`src/rtl/seq_mult_32_pkg.sv`:
```
// Shared definitions for the shift-add multiplier: FSM encodings and sizing constants.
package seq_mult_32_pkg;

    typedef enum logic [1:0] {
        ST_IDLE = 2'd0,
        ST_RUN  = 2'd1,
        ST_DONE = 2'd2
    } state_t;

    localparam int DEF_WIDTH = 32;
    localparam int CNT_W     = $clog2(DEF_WIDTH);

endpackage

```
`src/rtl/seq_mult_32_step.sv`:
```
// One shift-add iteration: conditional add of the multiplicand into the upper half
// with the carry kept, then a logical right shift of the whole accumulator.
module seq_mult_32_step #(
    parameter int WIDTH = 32
) (
    input  logic [2*WIDTH-1:0] acc,
    input  logic [WIDTH-1:0]   mcand,
    output logic [2*WIDTH-1:0] acc_next
);

    logic [WIDTH:0] upper;

    always_comb begin
        upper = {1'b0, acc[2*WIDTH-1:WIDTH]};
        if (acc[0]) begin
            upper = upper + {1'b0, mcand};
        end
    end

    assign acc_next = {upper, acc[WIDTH-1:1]};

endmodule

```
`src/rtl/seq_mult_32.sv`:
```
// Multi-cycle signed/unsigned multiplier with START/BUSY/DONE handshake;
// one partial-product step per clock, product published on HI/LO only when complete.
module seq_mult_32
    import seq_mult_32_pkg::*;
#(
    parameter int WIDTH  = DEF_WIDTH,
    parameter bit SIGNED = 1'b1
) (
    input  logic             CLK,
    input  logic             RESET,
    input  logic             START,
    input  logic [WIDTH-1:0] A,
    input  logic [WIDTH-1:0] B,
    output logic             BUSY,
    output logic             DONE,
    output logic [WIDTH-1:0] HI,
    output logic [WIDTH-1:0] LO
);

    localparam int CW = (WIDTH == DEF_WIDTH) ? CNT_W : $clog2(WIDTH);
    localparam logic [CW-1:0] LAST = CW'(WIDTH - 1);

    function automatic logic [WIDTH-1:0] neg_w(input logic [WIDTH-1:0] x);
        return ~x + WIDTH'(1);
    endfunction

    function automatic logic [2*WIDTH-1:0] neg_2w(input logic [2*WIDTH-1:0] x);
        return ~x + (2*WIDTH)'(1);
    endfunction

    state_t             state, next_state;
    logic [2*WIDTH-1:0] acc, acc_next;
    logic [WIDTH-1:0]   mcand;
    logic               neg;
    logic [CW-1:0]      count;
    logic               load, step, last;

    logic [WIDTH-1:0]   mag_a, mag_b;
    logic               neg_in;

    // Operand magnitudes; the most negative value maps onto itself, which is correct unsigned.
    assign mag_a  = (SIGNED && A[WIDTH-1]) ? neg_w(A) : A;
    assign mag_b  = (SIGNED && B[WIDTH-1]) ? neg_w(B) : B;
    assign neg_in = SIGNED ? (A[WIDTH-1] ^ B[WIDTH-1]) : 1'b0;

    seq_mult_32_step #(.WIDTH(WIDTH)) u_step (
        .acc      (acc),
        .mcand    (mcand),
        .acc_next (acc_next)
    );

    always_ff @(posedge CLK or posedge RESET) begin
        if (RESET) begin
            state <= ST_IDLE;
        end else begin
            state <= next_state;
        end
    end

    always_comb begin
        next_state = state;
        load       = 1'b0;
        step       = 1'b0;
        last       = 1'b0;
        case (state)
            ST_IDLE: begin
                if (START) begin
                    next_state = ST_RUN;
                    load       = 1'b1;
                end
            end
            ST_RUN: begin
                step = 1'b1;
                if (count == LAST) begin
                    next_state = ST_DONE;
                    last       = 1'b1;
                end
            end
            ST_DONE: next_state = ST_IDLE;
            default: next_state = ST_IDLE;
        endcase
    end

    assign BUSY = (state == ST_RUN);
    assign DONE = (state == ST_DONE);

    always_ff @(posedge CLK or posedge RESET) begin
        if (RESET) begin
            acc   <= '0;
            mcand <= '0;
            neg   <= 1'b0;
            count <= '0;
            HI    <= '0;
            LO    <= '0;
        end else begin
            if (load) begin
                acc   <= {{WIDTH{1'b0}}, mag_b};
                mcand <= mag_a;
                neg   <= neg_in;
                count <= '0;
            end else if (step) begin
                acc   <= acc_next;
                count <= count + CW'(1);
            end
            // HI/LO change only on the final step so intermediate sums never leak out.
            if (last) begin
                {HI, LO} <= neg ? neg_2w(acc_next) : acc_next;
            end
        end
    end

endmodule

```
`config.mk`:
```
export PLATFORM = sky130hd
export DESIGN_NAME = seq_mult_32
export DESIGN_NICKNAME = d
export VERILOG_FILES = /design/src/rtl/seq_mult_32_pkg.sv /design/src/rtl/seq_mult_32_step.sv /design/src/rtl/seq_mult_32.sv
export SDC_FILE = /design/constraint.sdc
export NUM_CORES = 1
export LEC_CHECK = 0
export CORE_MARGIN = 2
export CORE_UTILIZATION = 35
export CTS_CLUSTER_DIAMETER = 50
export CTS_CLUSTER_SIZE = 40
export DETAILED_ROUTE_END_ITERATION = 8
export PLACE_DENSITY = 0.54
export REMOVE_ABC_BUFFERS = 1
export SLEW_MARGIN = 20
export SYNTH_ARGS = -nofsm -noshare
export SYNTH_HDL_FRONTEND = slang
export SYNTH_SLANG_ARGS = --single-unit
export TNS_END_PERCENT = 5
```
`constraint.sdc`:
```
create_clock -name CLK -period 5.9 [get_ports CLK]
set_input_delay 0.59 -clock CLK [delete_from_list [all_inputs] [get_ports CLK]]
set_output_delay 0.59 -clock CLK [all_outputs]
set_load 0.02 [all_outputs]
```
# Yosys cells after proc, flatten, opt, wreduce, memory -nomap -nowiden
# Cells that the tools add are included.
# word_totals
wordCells	40
reg_bits	168
out_inout_bits	66
# classes
n_addsub	5
reduce_logical	3
eq_ne	5
n_bitwise	4
mux	16
# op_table
op	count
$mux 64	3
$add 32x1->32 const B	2
$add 64x1->64 const B	1
$mux 32	2
$not 32->32	2
$not 64->64	1
$add 32x32->33	1
$mux 33	1
$mux 5	2
$add 5x1->5 const B	1
$eq 5x5->1 const B	1
$mux 1	5
$mux 2	2
$pmux 2 s2	1
$eq 2x1->1 const B	1
$eq 2x2->1 const B	1
$logic_not 2->1	1
$ne 2x1->1 const B	1
$ne 2x2->1 const B	1
$reduce_and 2->1	1
$reduce_bool 2->1	1
$xor 1x1->1	1

# Longest topological paths before layout
# Gate-level depths: netlist of the first run.
# depth
word_depth	5
ltp_mapped	12
depth_no_buf	12

# Modules after synthesis
# Synthesis of the first run repeated with hierarchy kept, for this count alone.
# hier_totals
hier_cells	1432
area_unflattened_um2	11861.4
# modules_own_cells
module	seq_area_each_um2	n_inst	cells_each	area_per_inst_um2
seq_mult_32	4204.0	1	1065	9301.4
seq_mult_32_step	0.0	1	367	2560.0

# Worst setup path after synthesis of the first run
# Ideal clock, no wire load.
# synth_timing
path_kind	flip-flop to flip-flop
start	register acc[32]
end	register HI[26]
required_ns	5.831
period_less_slack_ns	3.568
path_slack_ns	2.332
setup_ns	0.069
stages_incl_launch_ff	13
t_arrival_ns	3.499
path_buffers	0
path_cell_list	dfrtp_1 -> ha_1 -> fa_1 -> a211oi_2 -> o21ai_2 -> nand4_1 -> nor2_1 -> or3_1 -> a31oi_2 -> nand3_2 -> or4_4 -> or4_1 -> nand3_1
# synth_via
elab_chain_len	5
# synth_lines
item	line	rtl
from (decl)	seq_mult_32.sv:32	logic [2*WIDTH-1:0] acc, acc_next;
from (signal assigned)	seq_mult_32.sv:97	acc <= {{WIDTH{1'b0}}, mag_b};
from (signal assigned)	seq_mult_32.sv:102	acc <= acc_next;
$add 32x32->33	seq_mult_32_step.sv:16	upper = upper + {1'b0, mcand};
$mux 33 *	seq_mult_32_step.sv:15	if (acc[0]) begin
$not 64->64	seq_mult_32.sv:28	return ~x + (2*WIDTH)'(1);
$add 64x1->64	seq_mult_32.sv:28	
$mux 64 *	seq_mult_32.sv:107	{HI, LO} <= neg ? neg_2w(acc_next) : acc_next;
to (signal assigned)	seq_mult_32.sv:107	
to (decl)	seq_mult_32.sv:16	output logic [WIDTH-1:0] HI,
# Every way passes the cells marked *; elsewhere a longest branch is shown, timed or not.
# A chain may end at the register's enable or synchronous reset.

# Final worst setup path of the first run
# layout_timing
start	register acc[32]
end	register HI[31]
# Same word-level chain as after synthesis.

==> results.tsv, run 1 <==
metric	value	unit
status	completed	
worst reg2reg setup slack	1.76	ns
core area	32700	µm²
Setup Buffers After CTS	0	
Synth cell types	91	
Clock Latency Late Sink	0.45	ns
most frequent cells in the layout	252 x nand2_1, 179 x o21ai_0, 166 x dfrtp_1, 131 x clkdlybuf4s50_1, 74 x nor2_1	
clk sink count	168	
Setup-failing EPs final	0	
clock power share	13.4	%
Rel. slew slack	25.9	%
post-CTS resize count	0	
Num CTS Buffers	17	
Post-DP Area	13400	µm²
GP Congestion	0.903	
total wire length	35300	µm
highest routed metal layer	met4	
Sw Ratio	49.4	%
Final #Nets	1605	
Max IR drop VDD	288	µV
WL met2	16300	µm
IO buf count	132	
Congestion Overflow GR	0	
fraction of registers with async set or reset after synthesis	100	%
IO Pins	133	
Mapped Area	11700	µm²
Gate power share	59.8	%
H-tree levels	4	
Psw	0.00426	W
RSZ-0062 raised after global routing	no	
fraction of layout cells with a size suffix above 1	5.95	%
Antenna Nets Post-Route	0	
DRC	0	
pre-CTS setup slack	1.80	ns
design area	13900	µm²
buffer levels on the longest clock path	2	
fin crit share	70.2	%
Post-Synthesis Mean Instance Area	8.24	µm²
PwrDens	618	nW/µm²
FILL cells	3325	
first-pass iteration count of the detailed router	5	
crit path time final	4.14	ns
Syn. warnings	0	
vias in the first global route	10300	
crit path max fanout	6	
final hold violation count	0	
FMAX	241	MHz
Reg power frac	26.8	%
Vias	10600	
Crit. End Element	register	
final worst slack	1.76	ns
Initial Util	35.8	%
most common cell after layout, fill and taps aside	nand2_1	
Hold-fix buffers, CTS	0	
first-pass GRT wire length	56900	µm
ANT cells	0	
WP data arrival	4.48	ns
hold crit path type	register to register	
critical path class	register to register	
WL per Instance	18.0	µm
CP startpoint kind	register	
initial antenna violation count	0	
wire length on met1	16600	µm
Synth Flop Type	dfrtp_1	
die area	34900	µm²
Gate Count Post-Synth	1421	
Slew Viols, Final	0	
CTS tree	built	
worst path required time	6.24	ns
Layout area overhead	19.1	%
Die X	187	µm
pin count of the biggest net entering global routing	99	
Post-Route Utilization	42.6	%
EDFF count, synth	0	
internal power	0.00436	W
Clock Tree Root	clkbuf_16	
initial DRC count	779	
actual slew at the worst max-slew pin	1.11	ns
std cell rows	66	
leak pwr	5.60	nW
met3 wire length	1940	µm
Max-cap violations	0	
Yosys reg bits	168	
final total power	0.00862	W
Global Route Usage Sum	20.3	%
Vias/cell	5.45	
Die Y	187	µm
Reg clk slew, reported paths	0.07	ns
Fin Setup TNS	0	ns
post-synthesis sequential area ratio	35.9	%
HPWL Detailed	25200	µm
Clock Skews	0.00944	ns
==> worst paths after layout <==
check                        start       to  depth (start not counted)
max                        acc[32]   HI[31]                         12
min                         HI[14]   HI[14]                          2
max reg2reg                acc[32]   HI[31]                         12
min reg2reg                 HI[14]   HI[14]                          2
max in group asynchronous    RESET  acc[46]                          3
min in group asynchronous    RESET  acc[14]                          2
==> synth_stat cells (3+ instances only) <==
master | n | share of area [%]
xnor2_1 | 64 | 4.8
a221o_1 | 3 | 0.26
mux2i_1 | 8 | 0.68
or3_1 | 20 | 1.1
ha_1 | 37 | 4.0
a211o_1 | 3 | 0.22
a21oi_1 | 45 | 1.9
and2_1 | 8 | 0.43
and3_1 | 5 | 0.27
o41ai_1 | 13 | 0.97
mux2_2 | 3 | 0.29
o21bai_1 | 5 | 0.32
nor2b_1 | 10 | 0.53
o221ai_1 | 3 | 0.22
a31oi_4 | 3 | 0.55
a21o_1 | 10 | 0.64
nor4_1 | 8 | 0.43
nor2_1 | 74 | 2.4
or2_2 | 3 | 0.16
o31ai_1 | 39 | 2.5
a211oi_1 | 10 | 0.64
o21a_1 | 10 | 0.64
a31oi_1 | 35 | 1.9
clkbuf_1 | 65 | 2.1
a21oi_2 | 5 | 0.37
nand4_1 | 24 | 1.3
inv_1 | 25 | 0.80
nor3_1 | 21 | 0.90
xor2_1 | 60 | 4.5
nand2_1 | 254 | 8.1
dfrtp_1 | 168 | 36
or4_1 | 16 | 1.0
nand2b_1 | 12 | 0.64
o211ai_1 | 7 | 0.45
nand3_1 | 60 | 2.6
o21ai_0 | 179 | 7.7
o21ai_1 | 11 | 0.47
nand3b_1 | 5 | 0.32
a2bb2oi_1 | 7 | 0.52
buf_2 | 5 | 0.21
buf_1 | 12 | 0.38
o2111ai_1 | 6 | 0.45
==> critical path: stages, from the launching register on <==
cell	delay, ns
dfrtp_1	0.39
ha_1	0.27
fa_1	0.46
a211oi_2	0.31
o21ai_2	0.19
a21o_1	0.22
a211oi_1	0.34
o2111ai_1	0.21
a2111oi_2	0.64
nand4_2	0.23
nor4_1	0.40
nor2_1	0.09
a311o_1	0.28
==> through the flow <==
step	hold WS (ns)	std cells
after global placement	0.464	1923
after detailed placement	0.470	1923
after floorplan	0.449	1338
after global routing	0.508	1955
after CTS	0.486	1955
final	0.479	1955
==> power groups by stage <==
| stage | sequential [W] | combinational [W] | clock [W] |
|---|---|---|---|
| final | 0.00231 | 0.00515 | 0.00116 |
| after global routing | 0.00240 | 0.00570 | 0.00123 |
| after CTS | 0.00232 | 0.00514 | 0.00118 |
| after detailed placement | 0.00233 | 0.00511 | 0 |
| after global placement | 0.00232 | 0.00508 | 0 |
| after floorplan | 0.00241 | 0.00332 | 0 |
==> logic make-up (layout without fill, tap and decap cells) <==
logic type / after synthesis / in the layout / synth area share, %
fa+ha+maj: 38 / 38 / 4.13
compound gates: 427 / 427 / 23.8
xor+xnor: 124 / 124 / 9.28
mux: 12 / 12 / 1.09
simple gates: 544 / 544 / 22.2
buf+inv: 108 / 200 / 3.58
flops: 168 / 168 / 35.9
==> per-layer routing <==
metal  GRT usage, %  vias up
li1               -     5287
met3           4.39       30
met4           4.64        0
met5              0        -
met1           27.9     5038
met2           32.7      294
==> area by class of cell <==
cell class | count | area (µm²) | share of cell area, %
multi-input combinational | 1145 | 7100 | 50.9
sequential | 168 | 4210 | 30.2
timing repair buffer | 143 | 1400 | 10.0
tap | 442 | 553 | 3.97
clock buffer | 20 | 447 | 3.20
clock inverter | 12 | 140 | 1.00
inverter | 25 | 98.8 | 0.709
==> registers in the layout (all words and copies together), names as in the netlist <==
name and count:
HI 32, LO 32, acc 64, count 5
mcand 32, neg 1, state 2
Note: power is estimated with default switching activity, not from simulation.
==> run 2: changes to the inputs <==
--- a/config.mk
+++ b/config.mk
@@ -10,7 +10,7 @@
 export CTS_CLUSTER_DIAMETER = 50
 export CTS_CLUSTER_SIZE = 40
 export DETAILED_ROUTE_END_ITERATION = 8
-export PLACE_DENSITY = 0.54
+export PLACE_DENSITY = 0.56
 export REMOVE_ABC_BUFFERS = 1
 export SLEW_MARGIN = 20
 export SYNTH_ARGS = -nofsm -noshare
==> constraint.sdc (replaced) <==
create_clock -name CLK -period 3.8 [get_ports CLK]
set_input_delay 0.38 -clock CLK [delete_from_list [all_inputs] [get_ports CLK]]
set_output_delay 0.38 -clock CLK [all_outputs]
set_load 0.02 [all_outputs]
==> run 2 against run 1 <==
Net effect:
- sequential cell count stayed put
- design area is 5.1% higher
- fmax is 11% higher
- setup slack worse by 1.7 ns
- utilization is 2.2 points higher
- clock-buffer cell count shrank 3
- non-clock buffer count rose by 73
- clock skew up 0.0026 ns
- routed wire length increased by 0.85%
==> results.tsv, run 2 (synthesis gave the netlist of run 1 again) <==
metric	value	unit	change
status	completed		
Hold-fix buffers, CTS	0		unchanged
RSZ-0062 raised after global routing	yes		
initial antenna violation count	0		unchanged
total wire length	35600	µm	+0.85%
crit path time final	3.73	ns	-0.415 ns
pin count of the biggest net entering global routing	99		unchanged
Clock Skews	0.0120	ns	+0.00259 ns
HPWL Detailed	26300	µm	+4.3%
vias in the first global route	10800		+5.2%
initial DRC count	692		-11%
worst reg2reg setup slack	0.07	ns	-1.69 ns
buffer levels on the longest clock path	2		unchanged
Die X	187	µm	unchanged
std cell rows	66		unchanged
Max-cap violations	0		unchanged
worst path required time	4.19	ns	-2.05 ns
dpl cells	1995		+3.7%
Max IR drop VDD	423	µV	+47%
IO buf count	132		unchanged
clock power share	12.1	%	-1.3 points
WP data arrival	4.12	ns	-0.36 ns
ANT cells	0		unchanged
hold crit path type	input port to async pin		
Setup-failing EPs final	0		unchanged
Gate power share	63.5	%	+3.7 points
Num CTS Buffers	17		unchanged
critical path class	register to register		
Global Route Usage Sum	20.8	%	+0.49 points
actual slew at the worst max-slew pin	1.02	ns	-0.0890 ns
most flop-heavy register	acc		
Clock Tree Root	clkbuf_16		
Reg power frac	24.4	%	-2.4 points
IO Pins	133		unchanged
CP startpoint kind	register		
Initial Util	35.8	%	unchanged
Sw Ratio	48.6	%	-0.82 points
Slew Viols, Final	0		unchanged
first-pass GRT wire length	58800	µm	+3.3%
die area	34900	µm²	unchanged
fin crit share	98.1	%	+28 points
Congestion Overflow GR	0		unchanged
core area	32700	µm²	unchanged
fraction of layout cells with a size suffix above 1	11.2	%	+5.2 points
Reg clk slew, reported paths	0.08	ns	about the same
Non-Filler Instances	2028		+3.7%
final hold violation count	0		unchanged
Antenna Nets Post-Route	0		unchanged
Die Y	187	µm	unchanged
first-pass iteration count of the detailed router	5		unchanged
most frequent cells in the layout	252 x nand2_1, 178 x o21ai_0, 166 x dfrtp_1, 131 x clkdlybuf4s50_1, 78 x buf_4		
Crit. End Element	register		
max reg flops	64		unchanged
FMAX	268	MHz	+11%
Clock Latency Late Sink	0.45	ns	about the same
Post-Route Utilization	44.8	%	+2.2 points
Vias	10900		+2.5%
PwrDens	981	nW/µm²	+59%
Vias/cell	5.38		-1.2%
clk sink count	168		unchanged
GP Congestion	0.890		-1.4%
crit path max fanout	6		unchanged
WL per Instance	17.5	µm	-2.8%
most common cell after layout, fill and taps aside	nand2_1		
internal power	0.00740	W	+70%
WHS	0.396	ns	-0.0830 ns
Layout area overhead	25.2	%	
DRC	0		unchanged
Rel. slew slack	31.8	%	+5.9 points
final worst slack	0.0730	ns	-1.69 ns
Final #Nets	1678		+4.5%
Psw	0.00699	W	+64%
H-tree levels	4		unchanged
CTS tree	built		
leak pwr	5.97	nW	+6.8%
FILL cells	3237		-2.6%
pre-CTS setup slack	0.0330	ns	-1.77 ns
run 2: changes by cell type in the layout (fill, tap and decap cells not counted), moves of 2 or more:
| cell | previous run | this run |
|---|---|---|
| o31ai_1 | 39 | 37 |
| inv_8 | 1 | 4 |
| inv_6 | 5 | 7 |
| o41ai_1 | 13 | 10 |
| o31ai_2 | 0 | 2 |
| o41ai_2 | 1 | 3 |
| clkbuf_1 | 2 | 0 |
| clkinv_2 | 2 | 0 |
| buf_4 | 11 | 78 |
| bufinv_16 | 2 | 0 |
| buf_12 | 0 | 6 |
run 2: power by group through the flow:
| stage | Sequential [W] | Clock (W) | Combinational (W) |
|---|---|---|---|
| after global routing | 0.00364 | 0.00185 | 0.0100 |
| final | 0.00351 | 0.00175 | 0.00913 |
| after global placement | 0.00352 | 0 | 0.00882 |
| after floorplan | 0.00374 | 0 | 0.00516 |
| after CTS | 0.00351 | 0.00178 | 0.00896 |
| after detailed placement | 0.00352 | 0 | 0.00890 |
run 2: metrics by stage:
step | TNS (ns) | area [µm²] | power (W)
after floorplan | -306.10 | 11400 | 0.00890
after global placement | 0 | 14000 | 0.0123
after detailed placement | 0 | 14000 | 0.0124
after CTS | 0 | 14600 | 0.0142
after global routing | -0.142 | 14700 | 0.0155
final | 0 | 14700 | 0.0144
run 2: final cells by class:
type	instances	area (µm²)	share of cell area, %
Inverter	25	98.8	0.674
Tap cell	442	553	3.77
Multi-Input combinational cell	1145	7210	49.2
Sequential cell	168	4210	28.7
Timing Repair Buffer	216	2020	13.8
Clock buffer	17	425	2.90
Clock inverter	15	146	0.999
run 2: worst paths after layout:
kind,cells after the start,to,start
worst max register to register,13,HI[26],acc[32]
max in group asynchronous,3,acc[46],RESET
worst min-delay path,2,acc[4],RESET
worst max-delay path,13,HI[26],acc[32]
min in group CLK,2,HI[20],HI[20]
worst min register to register,2,HI[20],HI[20]
run 2: metal layers:
metal  up-vias  track usage [%]  wire length, µm
met3        25             3.04             1510
li1       5436                -                -
met1      5207             29.2            17300
met4         0             5.10              421
met5         -                0                0
met2       249             33.7            16400
run 2: critical path, cell delays in order (launching register included):
cell and delay [ns]:
dfrtp_1 0.39, ha_1 0.23, fa_2 0.39, a211oi_2 0.31
o211ai_1 0.25, a21oi_2 0.25, buf_4 0.15, o41ai_2 0.08
xnor2_1 0.20, a31o_1 0.19, nand3_2 0.08, or4_4 0.57
or4_1 0.48, nand3_1 0.10
run 2: timing repair:
item                                    CTS  global route
gates cloned                              0             0
gates resized for setup                   1            16
endpoints found under the setup margin    1            12
pin swaps                                 0            11
buffers inserted                          0             1
hold endpoints to repair                  0             0
